**src/rtl/clock4_set_ctrl_if.sv**
```systemverilog
// Purpose: groups the button pulses, live time and edit/load outputs that pass
//          between the button front-end, the time-set controller and top_clock4.
// Signals:
//   i_mode/i_inc/i_dec  single-cycle button pulses
//   i_hour/i_min/i_sec  live time from the counter
//   o_en, o_load        counter enable and one-cycle load strobe
//   o_hour/o_min/o_sec  edited time (load value)
//   o_field             edit field highlight (0 run, 1 hour, 2 min, 3 sec)
// Modports: master drives the pulses and live time; slave is the controller.
interface clock4_set_ctrl_if #(
    parameter int unsigned P_SEC_BIT  = 6,
    parameter int unsigned P_MIN_BIT  = 6,
    parameter int unsigned P_HOUR_BIT = 5
);
    logic                  i_mode;
    logic                  i_inc;
    logic                  i_dec;
    logic [P_SEC_BIT-1:0]  i_sec;
    logic [P_MIN_BIT-1:0]  i_min;
    logic [P_HOUR_BIT-1:0] i_hour;
    logic                  o_en;
    logic                  o_load;
    logic [P_SEC_BIT-1:0]  o_sec;
    logic [P_MIN_BIT-1:0]  o_min;
    logic [P_HOUR_BIT-1:0] o_hour;
    logic [1:0]            o_field;

    modport master (
        output i_mode, i_inc, i_dec, i_sec, i_min, i_hour,
        input  o_en, o_load, o_sec, o_min, o_hour, o_field
    );

    modport slave (
        input  i_mode, i_inc, i_dec, i_sec, i_min, i_hour,
        output o_en, o_load, o_sec, o_min, o_hour, o_field
    );
endinterface

```
**src/rtl/clock4_set_ctrl.sv**
```systemverilog
// Purpose: time-setting controller for top_clock4. A mode pulse freezes the
//          counter and captures live time; mode then steps hour -> min -> sec
//          -> commit, inc/dec edit the selected field with wrap-around, and
//          the commit issues a one-cycle load strobe. An idle edit aborts
//          after P_TIMEOUT cycles without loading.
// Ports:
//   clk    system clock, rising edge
//   reset  asynchronous active-low reset
//   bus    slave side of clock4_set_ctrl_if (pulses/live time in, en/load/edit out)
module clock4_set_ctrl #(
    parameter int unsigned P_SEC_BIT  = 6,
    parameter int unsigned P_MIN_BIT  = 6,
    parameter int unsigned P_HOUR_BIT = 5,
    parameter int unsigned P_TIMEOUT  = 1000
) (
    input  logic               clk,
    input  logic               reset,
    clock4_set_ctrl_if.slave   bus
);

    localparam int unsigned TO_W     = (P_TIMEOUT > 2) ? $clog2(P_TIMEOUT) : 1;
    localparam int unsigned HOUR_MAX = 23;
    localparam int unsigned MS_MAX   = 59;

    typedef enum logic [2:0] {
        S_RUN      = 3'd0,
        S_SET_HOUR = 3'd1,
        S_SET_MIN  = 3'd2,
        S_SET_SEC  = 3'd3,
        S_LOAD     = 3'd4
    } state_t;

    state_t                state_q, state_d;
    logic                  en_q, en_d;
    logic                  load_q, load_d;
    logic [1:0]            field_q, field_d;
    logic [P_HOUR_BIT-1:0] hour_q, hour_d;
    logic [P_MIN_BIT-1:0]  min_q, min_d;
    logic [P_SEC_BIT-1:0]  sec_q, sec_d;
    logic [TO_W-1:0]       cnt_q, cnt_d;

    logic pulse;
    logic adjust;

    // Wrapping +/-1; out-of-range captured values restart from 0 first.
    function automatic logic [31:0] step(input logic [31:0] v,
                                         input logic [31:0] max,
                                         input logic        up);
        logic [31:0] base;
        base = (v > max) ? 32'd0 : v;
        if (up) step = (base == max) ? 32'd0 : base + 32'd1;
        else    step = (base == 32'd0) ? max : base - 32'd1;
    endfunction

    assign pulse  = bus.i_mode | bus.i_inc | bus.i_dec;
    assign adjust = bus.i_inc ^ bus.i_dec;

    // Next-state, edit-register and timeout logic.
    always_comb begin
        state_d = state_q;
        hour_d  = hour_q;
        min_d   = min_q;
        sec_d   = sec_q;
        cnt_d   = cnt_q;
        en_d    = 1'b0;
        load_d  = 1'b0;
        field_d = 2'd0;

        case (state_q)
            S_RUN: begin
                if (bus.i_mode) begin
                    state_d = S_SET_HOUR;
                    hour_d  = bus.i_hour;
                    min_d   = bus.i_min;
                    sec_d   = bus.i_sec;
                    cnt_d   = '0;
                end
            end
            S_SET_HOUR, S_SET_MIN, S_SET_SEC: begin
                if (bus.i_mode) begin
                    cnt_d = '0;
                    case (state_q)
                        S_SET_HOUR: state_d = S_SET_MIN;
                        S_SET_MIN:  state_d = S_SET_SEC;
                        default:    state_d = S_LOAD;
                    endcase
                end else if (pulse) begin
                    cnt_d = '0;
                    if (adjust) begin
                        case (state_q)
                            S_SET_HOUR: hour_d = P_HOUR_BIT'(step(32'(hour_q), HOUR_MAX, bus.i_inc));
                            S_SET_MIN:  min_d  = P_MIN_BIT'(step(32'(min_q), MS_MAX, bus.i_inc));
                            default:    sec_d  = P_SEC_BIT'(step(32'(sec_q), MS_MAX, bus.i_inc));
                        endcase
                    end
                end else if (cnt_q == TO_W'(P_TIMEOUT - 1)) begin
                    // Idle too long: abandon the edit without loading.
                    state_d = S_RUN;
                    cnt_d   = '0;
                end else begin
                    cnt_d = cnt_q + TO_W'(1);
                end
            end
            S_LOAD: begin
                state_d = S_RUN;
            end
            default: begin
                state_d = S_RUN;
            end
        endcase

        // Outputs are registered from the upcoming state so they align with it.
        en_d   = (state_d == S_RUN);
        load_d = (state_d == S_LOAD);
        case (state_d)
            S_SET_HOUR:         field_d = 2'd1;
            S_SET_MIN:          field_d = 2'd2;
            S_SET_SEC, S_LOAD:  field_d = 2'd3;
            default:            field_d = 2'd0;
        endcase
    end

    // State and output registers.
    always_ff @(posedge clk or negedge reset) begin
        if (!reset) begin
            state_q <= S_RUN;
            en_q    <= 1'b0;
            load_q  <= 1'b0;
            field_q <= 2'd0;
            hour_q  <= '0;
            min_q   <= '0;
            sec_q   <= '0;
            cnt_q   <= '0;
        end else begin
            state_q <= state_d;
            en_q    <= en_d;
            load_q  <= load_d;
            field_q <= field_d;
            hour_q  <= hour_d;
            min_q   <= min_d;
            sec_q   <= sec_d;
            cnt_q   <= cnt_d;
        end
    end

    assign bus.o_en    = en_q;
    assign bus.o_load  = load_q;
    assign bus.o_field = field_q;
    assign bus.o_hour  = hour_q;
    assign bus.o_min   = min_q;
    assign bus.o_sec   = sec_q;

endmodule
```
**src/flat_wrapper.sv**
```systemverilog
// flat-port wrapper written by rule: the top's interface ports become plain ports
module clock4_set_ctrl_flat 
#(
    parameter int unsigned P_SEC_BIT  = 6,
    parameter int unsigned P_MIN_BIT  = 6,
    parameter int unsigned P_HOUR_BIT = 5,
    parameter int unsigned P_TIMEOUT  = 1000
)
  (clk, reset, bus_i_mode, bus_i_inc, bus_i_dec, bus_i_sec, bus_i_min, bus_i_hour, bus_o_en, bus_o_load, bus_o_sec, bus_o_min, bus_o_hour, bus_o_field);
  clock4_set_ctrl_if #(.P_SEC_BIT(P_SEC_BIT), .P_MIN_BIT(P_MIN_BIT), .P_HOUR_BIT(P_HOUR_BIT)) bus_i ();
  input  logic clk;
  input  logic reset;
  input wire logic [$bits(bus_i.i_mode)-1:0] bus_i_mode;
  input wire logic [$bits(bus_i.i_inc)-1:0] bus_i_inc;
  input wire logic [$bits(bus_i.i_dec)-1:0] bus_i_dec;
  input wire logic [$bits(bus_i.i_sec)-1:0] bus_i_sec;
  input wire logic [$bits(bus_i.i_min)-1:0] bus_i_min;
  input wire logic [$bits(bus_i.i_hour)-1:0] bus_i_hour;
  output wire logic [$bits(bus_i.o_en)-1:0] bus_o_en;
  output wire logic [$bits(bus_i.o_load)-1:0] bus_o_load;
  output wire logic [$bits(bus_i.o_sec)-1:0] bus_o_sec;
  output wire logic [$bits(bus_i.o_min)-1:0] bus_o_min;
  output wire logic [$bits(bus_i.o_hour)-1:0] bus_o_hour;
  output wire logic [$bits(bus_i.o_field)-1:0] bus_o_field;
  assign bus_i.i_mode = bus_i_mode;
  assign bus_i.i_inc = bus_i_inc;
  assign bus_i.i_dec = bus_i_dec;
  assign bus_i.i_sec = bus_i_sec;
  assign bus_i.i_min = bus_i_min;
  assign bus_i.i_hour = bus_i_hour;
  assign bus_o_en = bus_i.o_en;
  assign bus_o_load = bus_i.o_load;
  assign bus_o_sec = bus_i.o_sec;
  assign bus_o_min = bus_i.o_min;
  assign bus_o_hour = bus_i.o_hour;
  assign bus_o_field = bus_i.o_field;
  clock4_set_ctrl #(.P_SEC_BIT(P_SEC_BIT), .P_MIN_BIT(P_MIN_BIT), .P_HOUR_BIT(P_HOUR_BIT), .P_TIMEOUT(P_TIMEOUT)) u_core (.clk(clk), .reset(reset), .bus(bus_i));
endmodule
```
**config.mk**
```make
export PLATFORM = sky130hd
export DESIGN_NAME = clock4_set_ctrl_flat
export DESIGN_NICKNAME = d
export VERILOG_FILES = /design/src/rtl/clock4_set_ctrl_if.sv /design/src/rtl/clock4_set_ctrl.sv /design/src/flat_wrapper.sv
export SDC_FILE = /design/constraint.sdc
export NUM_CORES = 1
export LEC_CHECK = 0
export CAP_MARGIN = 20
export CORE_ASPECT_RATIO = 1.4
export CORE_MARGIN = 1
export CORE_UTILIZATION = 54
export DETAILED_ROUTE_END_ITERATION = 10
export GPL_TIMING_DRIVEN = 1
export PLACE_DENSITY = 0.85
export SETUP_SLACK_MARGIN = 0.02
export SLEW_MARGIN = 20
export SYNTH_ARGS = -nofsm -noshare
export SYNTH_HDL_FRONTEND = slang
export SYNTH_SLANG_ARGS = --single-unit
```
**constraint.sdc**
```tcl
create_clock -name clk -period 2.92 [get_ports clk]
set_input_delay 0.438 -clock clk [delete_from_list [all_inputs] [get_ports clk]]
set_output_delay 0.438 -clock clk [all_outputs]
set_load 0.01 [all_outputs]
```
==> metrics.md <==
| Metric | Value |
|---|---|
| Run status | finished, final reports clean |
| Fmax | 402 MHz |
| CTS tree | done |
| Top cells by area, synth | dfrtp_1 (32%), a21oi_1 (6.9%), nand2_1 (5.4%) |
| Iteration-0 DRC Markers | 246 |
| Core ar. | 4800 µm² |
| Antenna cells | 0 |
| Die width | 61.7 µm |
| DRC | 0 |
| GRT Overall Usage | 25.8% |
| Register area share after synthesis | 31.6% |
| Total I/O pin count | 43 |
| Global route overflow | 0 |
| Syn_area_per_cell | 7.76 µm² |
| RSZ-0062 raised after global routing | no |
| Hold_buf cts | 0 |
| Ys flop type | dfrtp_1 |
| Post-synth top area share | 31.6% |
| GP Congestion | 1.01 |
| CP max stage delay | 510 ps |
| WP buf/inv | 0 |
| Mapped Area | 2690 µm² |
| Clock-pin slew on the worst setup and hold paths | 70 ps |
| Delay-heaviest family, CP | compound AO/OA/AOI/OAI gates |
| Final setup viols | 0 |
| FF+latch count, synth | 34 |
| # port buffers | 42 |
| Startpoint types | flop |
| Clk_skew | 6.94 ps |
| Area Growth Syn to Fin | 20.2% |
| Commonest cells after routing, fill and taps aside | clkdlybuf4s50_1 (42), nand2_1 (39), a21oi_1 (37) |
| Drt total wl | 6310 µm |
| Pleak | 1.32 nW |
| Crit Path Category | flop to flop |
| Critical path capture point type | flop |
| Max_slew headroom | 40.7% |
| Warnings, synthesis | 0 |
| Initial Util | 56.1% |
| Sequence of cells on the critical path | and3_1, nand2_1, nand2_1, ha_1, nor2b_1, a221oi_1, a21oi_1, a22oi_1, a21oi_1 |
| Wire length per cell | 14.4 µm |
| Slowest CP cell | dfrtp_1 |
| Share of post-route cells with drive strength above 1 | 6.67% |
| Post-CTS setup buffers | 0 |
| Syn nets | 378 |
| Post-synthesis cell count | 347 |
| Final Total Pwr | 3.34 mW |
| Clk sinks | 34 |
| Worst Path Required | 3090 ps |
| Worst min path class | flop to flop |
| Post_cts resized | 0 |
| Peak VDD IR | 0.600 mV |
| Via Count | 2718 |
| Site Rows | 30 |
| Setup WS post-layout | 435 ps |
| TritonCTS buffer count | 5 |
| Largest net degree at the start of global routing | 35 |
| Vias per cell | 6.19 |
| Cell Pwr Density | 1030 nW/µm² |
| Leading cell type in the layout, fill and taps excluded | clkdlybuf4s50_1 |
| Max-cap viol count | 0 |
| CTS root buf | clkbuf_8 |
| Nets | 405 |
| CTS Buffer Depth | 2 |
| Slew Limit Fails | 0 |
| Post-route ant nets | 0 |
| Vias in the first global route | 2426 |
| Asr flop ratio synth | 100% |
| Initial antenna violation count | 0 |
| Die height | 85.6 µm |
| Crit path DAT | 2650 ps |
| Clk_lat worst skew | 290 ps |
| Pre-CTS setup slack | 476 ps |
| Htree depth | 2 |
| Final Cycle Share | 85.1% |
| Final Hold Fails | 0 |
| Distinct cells, synth | 58 |
| EDFF count, synth | 0 |
| DIE AREA | 5280 µm² |
| DR pass1 iterations | 5 |
| CP max FO | 14 |
| Yosys top cell by area | dfrtp_1 |
| Setup TNS | 0 ps |
| First-pass GRT wire length | 10500 µm |
| Slew @ Worst Pin | 889 ps |
| Post-DP HPWL | 4400 µm |
| Period minus WS final | 2480 ps |
## where the power goes
part           internal, mW  switching [mW]  leakage [nW]
Sequential            0.619           0.328         0.426
Combinational         0.875           0.975         0.824
Clock                 0.364           0.180        0.0714
## worst reg2reg max path, cell delays in order (launching register included)
cell and delay [ps]:
dfrtp_1 510, and3_1 270, nand2_1 100, nand2_1 110, ha_1 280, nor2b_1 160
a221oi_1 510, a21oi_1 140, a22oi_1 190, a21oi_1 90
## cells by family after synthesis
family / synth area share [%]
AO/OA/AOI/OAI: 28.3
XOR/XNOR: 2.60
adder cells (fa/ha/maj): 4.18
buffers and inverters: 6.50
flip-flops: 31.6
multiplexers: 1.90
AND/OR/NAND/NOR: 24.9
## synthesized netlist by cell type, types with 2 or more instances
| cell type | n |
|---|---|
| o31ai_1 | 5 |
| nor3_2 | 2 |
| nor2b_1 | 3 |
| xnor2_1 | 5 |
| nor3b_1 | 2 |
| clkbuf_1 | 12 |
| nand4_1 | 2 |
| nor4_1 | 2 |
| ha_1 | 9 |
| buf_6 | 2 |
| or3_1 | 2 |
| dfrtp_1 | 34 |
| nand2b_1 | 7 |
| o21ai_0 | 24 |
| xor2_1 | 3 |
| or4_1 | 2 |
| nand2_1 | 39 |
| a22oi_1 | 5 |
| buf_2 | 11 |
| a21o_1 | 5 |
| a311oi_1 | 3 |
| a21boi_0 | 2 |
| nand3_1 | 8 |
| o21ai_1 | 11 |
| mux2i_1 | 4 |
| a31oi_1 | 8 |
| o21bai_1 | 2 |
| a211oi_1 | 3 |
| nand3b_1 | 2 |
| or2_1 | 2 |
| inv_1 | 12 |
| o211ai_1 | 3 |
| and3_1 | 5 |
| a21oi_1 | 37 |
| or2_2 | 2 |
| nor3_1 | 18 |
| nor2_1 | 25 |
| and4_1 | 2 |
| nand4b_1 | 3 |
## per-layer routing
metal	global-route usage (%)	up-vias	wire length, µm
li1	-	1317	-
met1	31.4	1297	2640
met2	43.8	90	3240
met3	4.37	14	292
met4	10.1	0	131
met5	0	-	0
## flip-flops by register name (all words and copies together), names as in the netlist
signal,cells
u_core.bus.o_min,6
u_core.bus.o_hour,5
u_core.bus.o_field,2
u_core.bus.o_en,1
u_core.bus.o_load,1
u_core.cnt_q,10
u_core.bus.o_sec,6
u_core.state_q,3
## per-stage QoR
step | cell area [µm²] | instances | hold WS, ps | utilization, %
6_report | 3240 | 439 | 517 | 67.4
3_5_place_dp | 3090 | 431 | 503 | 64.4
2_1_floorplan | 2690 | 347 | 142 | -
5_1_grt | 3240 | 439 | 557 | 67.4
4_1_cts | 3240 | 439 | 521 | 67.4
3_3_place_gp | 3090 | 431 | 489 | 64.4
## path summary, 6_finish.rpt
| kind | start | end | slack, ps | depth (start not counted) |
|---|---|---|---|---|
| worst max-delay path | u_core.bus.o_min[3]$_DFFE_PN0P_ | u_core.bus.o_min[3]$_DFFE_PN0P_ | 440 | 9 |
| worst min-delay path | u_core.cnt_q[9]$_DFFE_PN0P_ | u_core.cnt_q[9]$_DFFE_PN0P_ | 520 | 1 |
| worst max register to register | u_core.bus.o_min[3]$_DFFE_PN0P_ | u_core.bus.o_min[3]$_DFFE_PN0P_ | 440 | 9 |
| worst min register to register | u_core.cnt_q[9]$_DFFE_PN0P_ | u_core.cnt_q[9]$_DFFE_PN0P_ | 520 | 1 |
| max in group asynchronous | reset | u_core.bus.o_sec[4]$_DFFE_PN0P_ | 2050 | 2 |
| min in group asynchronous | reset | u_core.bus.o_hour[4]$_DFFE_PN0P_ | 550 | 2 |
## final cells by class
type	instances	area [µm²]
timing repair buffer	46	450
clock buffer	6	82.6
multi-input combinational	275	1670
sequential	34	851
fill	439	1570
clock inverter	2	60.1
tap	64	80.1
inverter	12	45.0
No activity file was read; power rests on OpenSTA's default activity.
